<file path="src/rtl/cube_pkg.sv">
// Shared constants for the cube-solver register file: colour bitplanes,
// the solved-cube reset image and the snapshot controller state encoding.
package cube_pkg;

  localparam logic [23:0] BLUE         = 24'h8000C1;
  localparam logic [23:0] WHITE        = 24'h081408;
  localparam logic [23:0] RED          = 24'h132000;
  localparam logic [23:0] IDEAL_0      = BLUE;
  localparam logic [23:0] IDEAL_1      = WHITE;
  localparam logic [23:0] IDEAL_2      = RED;
  localparam logic [23:0] IDEAL_CENTRE = 24'hF00000;

  // Word 0 sits in the least significant slice; register 9 holds the centre mask.
  localparam logic [16*24-1:0] RF_INIT = {
    {6{24'h000000}}, IDEAL_CENTRE, {6{24'h000000}}, IDEAL_2, IDEAL_1, IDEAL_0
  };

  typedef enum logic [1:0] {
    ST_IDLE = 2'd0,
    ST_PUSH = 2'd1,
    ST_POP  = 2'd2
  } state_t;

  function automatic int clog2_min1(input int n);
    return (n > 1) ? $clog2(n) : 1;
  endfunction

endpackage

</file>
<file path="src/rtl/snap_stack.sv">
// Snapshot storage: STACK_DEPTH frames of SNAP_REGS words, one write port and
// one combinational read port, both addressed by {frame, word}.
module snap_stack
  import cube_pkg::*;
#(
  parameter int WIDTH       = 24,
  parameter int SNAP_REGS   = 3,
  parameter int STACK_DEPTH = 8
) (
  input  logic                                    clk,
  input  logic                                    wr_en,
  input  logic [clog2_min1(STACK_DEPTH)-1:0]      wr_lvl,
  input  logic [clog2_min1(SNAP_REGS)-1:0]        wr_idx,
  input  logic [WIDTH-1:0]                        wr_data,
  input  logic [clog2_min1(STACK_DEPTH)-1:0]      rd_lvl,
  input  logic [clog2_min1(SNAP_REGS)-1:0]        rd_idx,
  output logic [WIDTH-1:0]                        rd_data
);

  localparam int N  = STACK_DEPTH * SNAP_REGS;
  localparam int MW = clog2_min1(N);

  logic [WIDTH-1:0] mem [N];
  logic [MW-1:0]    waddr;
  logic [MW-1:0]    raddr;

  assign waddr   = MW'(int'(wr_lvl) * SNAP_REGS + int'(wr_idx));
  assign raddr   = MW'(int'(rd_lvl) * SNAP_REGS + int'(rd_idx));
  assign rd_data = mem[raddr];

  // Frame contents are only meaningful below the stack level, so no reset.
  always_ff @(posedge clk) begin
    if (wr_en) mem[waddr] <= wr_data;
  end

endmodule

</file>
<file path="src/rtl/cube_regfile.sv">
// Cube-state register file with two async read ports, one write port and a
// snapshot stack that checkpoints/restores a contiguous register group.
module cube_regfile
  import cube_pkg::*;
#(
  parameter int                       WIDTH       = 24,
  parameter int                       DEPTH       = 16,
  parameter logic [DEPTH*WIDTH-1:0]   INIT        = RF_INIT,
  parameter int                       SNAP_BASE   = 0,
  parameter int                       SNAP_REGS   = 3,
  parameter int                       STACK_DEPTH = 8,
  parameter bit                       BYPASS      = 1'b1
) (
  input  logic                               clk,
  input  logic                               rst,
  input  logic [$clog2(DEPTH)-1:0]           src0,
  input  logic [$clog2(DEPTH)-1:0]           src1,
  output logic [WIDTH-1:0]                   data0,
  output logic [WIDTH-1:0]                   data1,
  input  logic                               we,
  input  logic [$clog2(DEPTH)-1:0]           dst,
  input  logic [WIDTH-1:0]                   data,
  input  logic                               push,
  input  logic                               pop,
  input  logic                               clr_err,
  output logic                               busy,
  output logic                               done,
  output logic [$clog2(STACK_DEPTH+1)-1:0]   level,
  output logic                               full,
  output logic                               empty,
  output logic                               err_ovf,
  output logic                               err_unf,
  output logic                               err_wr
);

  localparam int AW = $clog2(DEPTH);
  localparam int SW = $clog2(STACK_DEPTH + 1);
  localparam int LW = clog2_min1(STACK_DEPTH);
  localparam int KW = clog2_min1(SNAP_REGS);
  localparam logic [KW-1:0] K_LAST = KW'(SNAP_REGS - 1);

  logic [WIDTH-1:0] rf [DEPTH];
  state_t           st;
  state_t           nxt;
  logic [KW-1:0]    k;
  logic             last;
  logic             set_ovf;
  logic             set_unf;
  logic [AW-1:0]    sidx;
  logic             stk_we;
  logic [WIDTH-1:0] stk_rd;

  function automatic logic in_rng(input logic [AW-1:0] a);
    return 32'(a) < DEPTH;
  endfunction

  assign busy  = (st != ST_IDLE);
  assign full  = (level == SW'(STACK_DEPTH));
  assign empty = (level == '0);
  assign sidx  = AW'(SNAP_BASE) + AW'(k);
  assign stk_we = (st == ST_PUSH);

  always_comb begin
    nxt     = st;
    last    = 1'b0;
    set_ovf = 1'b0;
    set_unf = 1'b0;
    unique case (st)
      ST_IDLE: begin
        // Simultaneous push and pop cancel out without flagging anything.
        if (push && !pop) begin
          if (full) set_ovf = 1'b1;
          else      nxt = ST_PUSH;
        end else if (pop && !push) begin
          if (empty) set_unf = 1'b1;
          else       nxt = ST_POP;
        end
      end
      ST_PUSH, ST_POP: begin
        if (k == K_LAST) begin
          last = 1'b1;
          nxt  = ST_IDLE;
        end
      end
      default: nxt = ST_IDLE;
    endcase
  end

  always_ff @(posedge clk) begin
    if (rst) st <= ST_IDLE;
    else     st <= nxt;
  end

  always_ff @(posedge clk) begin
    if (rst) begin
      k       <= '0;
      level   <= '0;
      done    <= 1'b0;
      err_ovf <= 1'b0;
      err_unf <= 1'b0;
      err_wr  <= 1'b0;
    end else begin
      k    <= (busy && !last) ? k + 1'b1 : '0;
      done <= last;
      if (last) level <= (st == ST_PUSH) ? level + 1'b1 : level - 1'b1;
      // Clear first so a same-cycle error condition leaves the flag set.
      if (clr_err) begin
        err_ovf <= 1'b0;
        err_unf <= 1'b0;
        err_wr  <= 1'b0;
      end
      if (set_ovf)     err_ovf <= 1'b1;
      if (set_unf)     err_unf <= 1'b1;
      if (busy && we)  err_wr  <= 1'b1;
    end
  end

  always_ff @(posedge clk) begin
    if (rst) begin
      for (int i = 0; i < DEPTH; i++) rf[i] <= INIT[i*WIDTH +: WIDTH];
    end else if (st == ST_POP) begin
      rf[sidx] <= stk_rd;
    end else if (st == ST_IDLE && we && in_rng(dst)) begin
      rf[dst] <= data;
    end
  end

  always_comb begin
    data0 = '0;
    data1 = '0;
    if (in_rng(src0)) data0 = rf[src0];
    if (in_rng(src1)) data1 = rf[src1];
    if (BYPASS && st == ST_IDLE && we && in_rng(dst)) begin
      if (dst == src0) data0 = data;
      if (dst == src1) data1 = data;
    end
  end

  snap_stack #(
    .WIDTH       (WIDTH),
    .SNAP_REGS   (SNAP_REGS),
    .STACK_DEPTH (STACK_DEPTH)
  ) u_stack (
    .clk     (clk),
    .wr_en   (stk_we),
    .wr_lvl  (LW'(level)),
    .wr_idx  (k),
    .wr_data (rf[sidx]),
    .rd_lvl  (LW'(level - 1'b1)),
    .rd_idx  (k),
    .rd_data (stk_rd)
  );

endmodule
</file>
<file path="config.mk">
export PLATFORM = sky130hd
export DESIGN_NAME = cube_regfile
export DESIGN_NICKNAME = d
export VERILOG_FILES = /design/src/rtl/cube_pkg.sv /design/src/rtl/snap_stack.sv /design/src/rtl/cube_regfile.sv
export SDC_FILE = /design/constraint.sdc
export NUM_CORES = 1
export LEC_CHECK = 0
export CAP_MARGIN = 20
export CORE_ASPECT_RATIO = 1.4
export CORE_MARGIN = 2
export CORE_UTILIZATION = 60
export CTS_CLUSTER_DIAMETER = 40
export DETAILED_ROUTE_END_ITERATION = 12
export PLACE_DENSITY = 0.76
export SLEW_MARGIN = 20
export SYNTH_ARGS = -nofsm -noshare
export SYNTH_HDL_FRONTEND = slang
export SYNTH_SLANG_ARGS = --single-unit
</file>
<file path="constraint.sdc">
create_clock -name clk -period 5 [get_ports clk]
set_input_delay 1 -clock clk [delete_from_list [all_inputs] [get_ports clk]]
set_output_delay 1 -clock clk [all_outputs]
set_load 0.005 [all_outputs]
</file>
==> impl_metrics.py, run 1 <==
metrics = {
    "synthesis": {
        "ys_warn_count": 0,
        "synth-compound-area-share_pct": 3.97,
        "yosys.area_share.adder_pct": 0.729,
        "synthMuxAreaShare_pct": 21.1,
        "syn_area_sq_um": 44300,
        "syn-num-nets": 2637,
        "yosys.area_share.simple_pct": 6.01,
        "synth-async-reset-ratio_pct": 0,
        "synth_top_family_by_area": "multiplexers",
        "synth_cells": 2571,
        "synthXorXnorAreaFrac_pct": 0.333,
        "synth_edf_count": 960,
        "syn_area_per_cell_sq_um": 17.2,
        "synthFlopType": "edfxtp_1",
        "yosysSeqAreaShare_pct": 65.6,
        "ys_ff_latch": 972,
        "synth.distinct_cells": 60,
    },
    "job": {
        "cap_viol_max_count": 0,
    },
    "timing": {
        "min_period_over_period_pct": 93.7,
        "setup_viol": 0,
        "maxSlewViolCount": 0,
        "fin_skew_ns": 0.0267,
        "period_needed_ns": 4.68,
        "fin_setup_tns_ns": 0,
        "rsz0062_at_grt": "no",
        "relSlewSlack_pct": 33.1,
        "tightest_slew_ns": 0.978,
        "max_freq_mhz": 213,
        "hold_viol": 0,
    },
    "cells_and_area": {
        "syn2layout_area_growth_pct": 13.3,
        "final_common_cell": "edfxtp_1",
        "final_cell_mix": "edfxtp_1, nor2_1, mux4_2, mux2i_1, buf_4",
        "drive_above_1_share_pct": 25.1,
        "final_nets": 2775,
    },
    "floorplan": {
        "rows": 117,
        "die_y_microns": 325,
        "start_util_pct": 60.7,
        "ios": 101,
        "die_x_microns": 234,
        "die-area_sq_um": 76000,
        "core_sq_um": 72900,
    },
    "clocking": {
        "cts_buffers": 95,
        "cts.sinks": 972,
        "clk_path_buf_depth": 3,
        "clk_latency_ns": 0.67,
        "cts_tree": "built",
        "postCtsSetupBuffers": 0,
        "postCtsHoldBufs": 0,
        "clkSlewWorstSetupHoldPaths_ns": 0.06,
        "clockRootBuffer": "clkbuf_16",
        "cts-resized-gates": 0,
        "htreeDepth": 3,
    },
    "routing": {
        "wl_per_cell_microns": 30.7,
        "drt_iter0_markers": 3090,
        "antenna_left": 0,
        "drc": 0,
        "routed_wl_microns": 115000,
        "viasPerCell": 6.86,
        "vias": 25700,
        "dr.pass1.iters": 5,
    },
    "power": {
        "power.total_mw": 22.8,
        "p_per_area_nw_per_um2": 455,
        "p_leak_nw": 17.0,
        "ir_drop_uv": 281,
    },
    "setup_path": {
        "crit_top_cell": "clkdlybuf4s50_1",
        "slowest_stage": "clkdlybuf4s50_1",
        "cpLargestDelayFamily": "buffers and inverters",
        "cp-end-kind": "output port",
        "path_cells": "clkdlybuf4s50_1 -> xor2_1 -> nor3_1 -> a21oi_2 -> buf_4 -> a22oi_1 -> o21a_1 -> clkdlybuf4s50_1",
        "path_max_fanout": 24,
        "cp.required_ns": 4.00,
        "critical_path_buf_inv_count": 3,
        "crit_arrival_ns": 3.68,
        "worstSetupStartpointType": "input pin",
        "path_class": "input pin to output port",
        "rr_worst_depth": 10,
        "cp_num_cells": 8,
        "slowest_delay_ns": 0.60,
    },
    "grt": {
        "gr-total-overflow": 0,
        "grt_usage_pct": 30.7,
        "antenna_found_initial": 1,
        "grt_pass1_vias": 26400,
        "grt_max_degree": 55,
        "grt_pass1_wl_microns": 169000,
    },
    "placement": {
        "gp_congestion": 0.863,
        "numPortBuffers": 100,
        "hpwl_microns": 73800,
    },
    "run_status": {
        "status": "complete, no violations",
    },
    "worst_hold_path": {
        "hold_path_depth": 2,
        "hold_path.class": "flop to flop",
    },
}
-- routing by layer --
layer	up-vias	routed length [microns]	GRT usage [%]	part of all wire, %
met3	306	8880	3.68	7.7
met1	13200	39900	38.5	35
li1	10600	-	-	-
met4	2	5550	14.7	4.8
met2	1557	60600	53.1	53
met5	-	12	0	0.010
-- layout make-up --
cell class                 count  area, sq um
tap                          952         1190
antenna                        2         5.00
clock buffer                 107         2460
multi-input combinational   1393        14400
clock inverter                67          744
sequential                   972        29100
timing repair buffer         230         2230
fill                        4585        22700
inverter                      17         63.8
-- per-stage QoR --
stage	util [%]	cell area, sq um	worst slack, ns	std cells	hold slack (ns)
floorplan	-	44300	1.18	2571	0.453
global route	68.8	50100	0.203	3738	0.504
finish	68.8	50200	0.315	3740	0.464
detailed placement	64.4	46900	0.359	3564	0.457
global placement	64.4	46900	0.414	3564	0.446
CTS	68.8	50100	0.346	3738	0.465
-- worst paths after layout --
kind / from / to / slack [ns]
worst max-delay path: dst[3] / data0[16] / 0.32
worst min register to register: err_ovf / err_ovf / 0.46
worst min-delay path: err_ovf / err_ovf / 0.46
worst max register to register: level[0] / rf[7][19] / 0.43
-- synthesized netlist by cell type (3+ instances only) --
cell | instances | area share, %
a22o_1 | 20 | 0.40
nand3_1 | 20 | 0.23
a211oi_1 | 9 | 0.15
buf_6 | 4 | 0.10
inv_1 | 16 | 0.14
o21ai_0 | 9 | 0.10
and2_1 | 54 | 0.76
o32ai_2 | 6 | 0.22
a21oi_1 | 23 | 0.26
a21o_1 | 4 | 0.068
and3_1 | 9 | 0.13
nor2_1 | 361 | 3.1
o21a_1 | 48 | 0.81
nand4_1 | 3 | 0.042
nor3_1 | 28 | 0.32
o211ai_1 | 3 | 0.051
o31ai_1 | 8 | 0.14
nand2b_1 | 23 | 0.32
a31oi_1 | 4 | 0.057
buf_2 | 56 | 0.63
a2111oi_0 | 10 | 0.20
buf_1 | 12 | 0.10
mux2_2 | 34 | 0.86
nand2_1 | 69 | 0.58
dfxtp_1 | 12 | 0.54
a22oi_1 | 53 | 0.90
fa_1 | 3 | 0.14
mux2i_1 | 160 | 3.6
nand3b_1 | 6 | 0.10
o22ai_1 | 17 | 0.24
nor2b_1 | 15 | 0.21
xnor2_1 | 5 | 0.099
xor2_1 | 10 | 0.20
edfxtp_1 | 960 | 65
clkbuf_1 | 96 | 0.81
buf_4 | 20 | 0.34
a32oi_1 | 7 | 0.14
mux4_2 | 325 | 17
ha_1 | 21 | 0.59
-- flip-flops by register name, summed over array words and instances (netlist names) --
register,flops
rf,384
k,2
err_unf,1
level,4
done,1
err_ovf,1
err_wr,1
u_stack.mem,576
st,2
-- where the power goes --
group          total (mW)  switching (mW)  leakage, nW  internal (mW)
Sequential           10.0           0.146         9.21           9.85
Combinational        5.47            3.27         6.24           2.20
Clock                7.37            3.15         1.56           4.21
Total                22.8            6.57         17.0           16.3
-- logic make-up (layout without fill, tap and decap cells) --
group                    count (synthesis)  in the layout
AO/OA/AOI/OAI                          230            230
XOR/XNOR                                16             16
adder cells (fa/ha/maj)                 24             24
buffers and inverters                  206            421
flip-flops                             972            972
multiplexers                           521            521
other                                    0              2
AND/OR/NAND/NOR                        602            602
-- tightest hold or removal path: stages, from the launching register on --
cell and delay [ns]:
dfxtp_1 0.31, nand2_1 0.05, a21oi_1 0.05
(Power assumes the default switching activity.)
==> run 2: changes to the inputs <==
Clock period 5 ns to 4.5 ns, I/O delays scaled along.
==> impl_metrics.py, run 2 (same netlist as run 1, synthesis figures left out) <==
metrics = {
    "worst_hold_path": {
        "whs_endpoint": "err_ovf",
        "hold_path.class": "flop to flop",
        "hold_path_depth": 2,
        "hold_path.startpoint": "err_ovf",
    },
    "setup_path": {
        "worstReg2RegStart": "level[0]",
        "rr_worst_depth": 12,
        "crit_top_cell": "clkdlybuf4s50_1",
        "worstSetupStartpointType": "input pin",
        "path_class": "input pin to output port",
        "crit_arrival_ns": 3.44,
        "cp.required_ns": 3.60,
        "cp-end-kind": "output port",
        "r2r_slack_ns": 0.21,
        "path_max_fanout": 24,
        "slowest_stage": "clkdlybuf4s50_1",
        "path_cells": "clkdlybuf4s50_1 -> xor2_1 -> nor3_2 -> a21oi_2 -> buf_4 -> a22oi_1 -> o21a_1 -> clkdlybuf4s50_1",
        "slowest_delay_ns": 0.57,
        "startpoint": "dst[3]",
        "r2r_end": "rf[9][22]",
    },
    "grt": {
        "grt_pass1_wl_microns": 173000,
        "grt_pass1_vias": 27200,
        "grt_max_degree": 41,
        "antenna_found_initial": 1,
        "gr-total-overflow": 0,
        "grt_usage_pct": 31.5,
    },
    "timing": {
        "relSlewSlack_pct": 28.8,
        "fin_setup_tns_ns": 0,
        "max_freq_mhz": 230,
        "maxSlewViolCount": 0,
        "holdWs_ns": 0.504,
        "min_period_over_period_pct": 96.5,
        "setup_viol": 0,
        "fin_skew_ns": 0.0161,
        "hold_viol": 0,
        "tightest_slew_ns": 1.06,
        "period_needed_ns": 4.34,
        "rsz0062_at_grt": "no",
    },
    "clocking": {
        "cts_tree": "built",
        "postCtsHoldBufs": 0,
        "cts_buffers": 96,
        "cts.sinks": 972,
        "clockRootBuffer": "clkbuf_16",
        "clkSlewWorstSetupHoldPaths_ns": 0.06,
        "clk_path_buf_depth": 3,
        "htreeDepth": 3,
        "clk_latency_ns": 0.67,
    },
    "routing": {
        "drc": 0,
        "vias": 26100,
        "routed_wl_microns": 117000,
        "wl_per_cell_microns": 31.0,
        "antenna_left": 0,
        "drt_iter0_markers": 3009,
        "dr.pass1.iters": 5,
        "viasPerCell": 6.89,
    },
    "placement": {
        "numPortBuffers": 100,
        "gp_congestion": 0.885,
        "hpwl_microns": 75700,
    },
    "cells_and_area": {
        "final_cell_mix": "edfxtp_1, nor2_1, mux4_2, mux2i_1, buf_4",
        "drive_above_1_share_pct": 26.1,
        "largest_reg_flops": 576,
        "final_common_cell": "edfxtp_1",
        "syn2layout_area_growth_pct": 14.2,
        "reg_top3": "u_stack.mem x576, rf x384, level x4",
        "largest-register": "u_stack.mem",
        "n_antenna_cell": 0,
        "final_nets": 2817,
        "fillers": 4500,
    },
    "power": {
        "p_per_area_nw_per_um2": 507,
        "ir_drop_uv": 325,
        "p_leak_nw": 17.3,
    },
    "job": {
        "cap_viol_max_count": 0,
    },
    "floorplan": {
        "die-area_sq_um": 76000,
        "start_util_pct": 60.7,
        "die_x_microns": 234,
        "core_sq_um": 72900,
        "rows": 117,
        "ios": 101,
        "die_y_microns": 325,
    },
    "run_status": {
        "status": "complete, no violations",
    },
}
## run 2: cell types whose count changed in the layout (fill, tap and decap cells not counted), moves of 2 or more
cell,delta
clkinv_2,-5
diode_2,-2
nor3_2,+2
inv_16,+2
nor3_1,-2
clkinv_1,+6
inv_6,+3
clkinv_4,-5
bufinv_16,+3
clkinv_8,-2
buf_4,+42
## run 2: how the worst max path moves through the flow
stage	endpoint	slack [ns]	cells after the start
after floorplan	rf[0][6]	0.68	13
after global placement	data1[16]	0.16	8
after detailed placement	data1[16]	0.10	8
after CTS	data1[16]	0.09	8
after global routing	rf[1][3]	0.008	13
final	data1[16]	0.16	8
## run 2: routing by layer
metal	global-route usage (%)	part of all wire [%]	vias up
li1	-	-	10700
met4	15.1	4.7	2
met2	54.8	53	1604
met5	0	0.011	-
met3	4.87	8.3	348
met1	38.4	34	13400
## run 2: cell type report
type	count	area [sq um]	share of cell area, %
inverters	17	63.8	0.126
repair buffers	271	2520	4.99
clock inverters	70	833	1.65
multi-input cells	1393	14400	28.5
well taps	952	1190	2.36
clock buffers	108	2470	4.88
flip-flops and latches	972	29100	57.5
## run 2: power by group
group	internal (mW)	switching (mW)	leakage [nW]
logic	2.49	3.68	6.44
registers	10.9	0.161	9.21
clock network	4.87	3.51	1.60
total	18.3	7.35	17.3
## run 2: stage by stage
step / util (%) / setup WS, ns / area [sq um] / instances / total power [mW]
global placement: 64.8 / 0.157 / 47200 / 3604 / 17.1
detailed placement: 64.8 / 0.103 / 47200 / 3604 / 17.3
CTS: 69.3 / 0.0905 / 50500 / 3782 / 25.7
floorplan: - / 0.682 / 44300 / 2571 / 15.3
global route: 69.4 / 0.00815 / 50600 / 3783 / 26.4
finish: 69.4 / 0.155 / 50600 / 3783 / 25.7
## run 2: timing repair
item                       CTS  global route
hold endpoints to repair     0             0
buffers inserted             0             1
setup endpoints to repair    0            11
resized for setup            0             4
## run 2: worst max-delay path, delay by kind of cell
family / cells / cell delay [ns]
compound gates: 3 / 0.68
xor+xnor: 1 / 0.24
buf+inv: 3 / 1.35
simple gates: 1 / 0.28
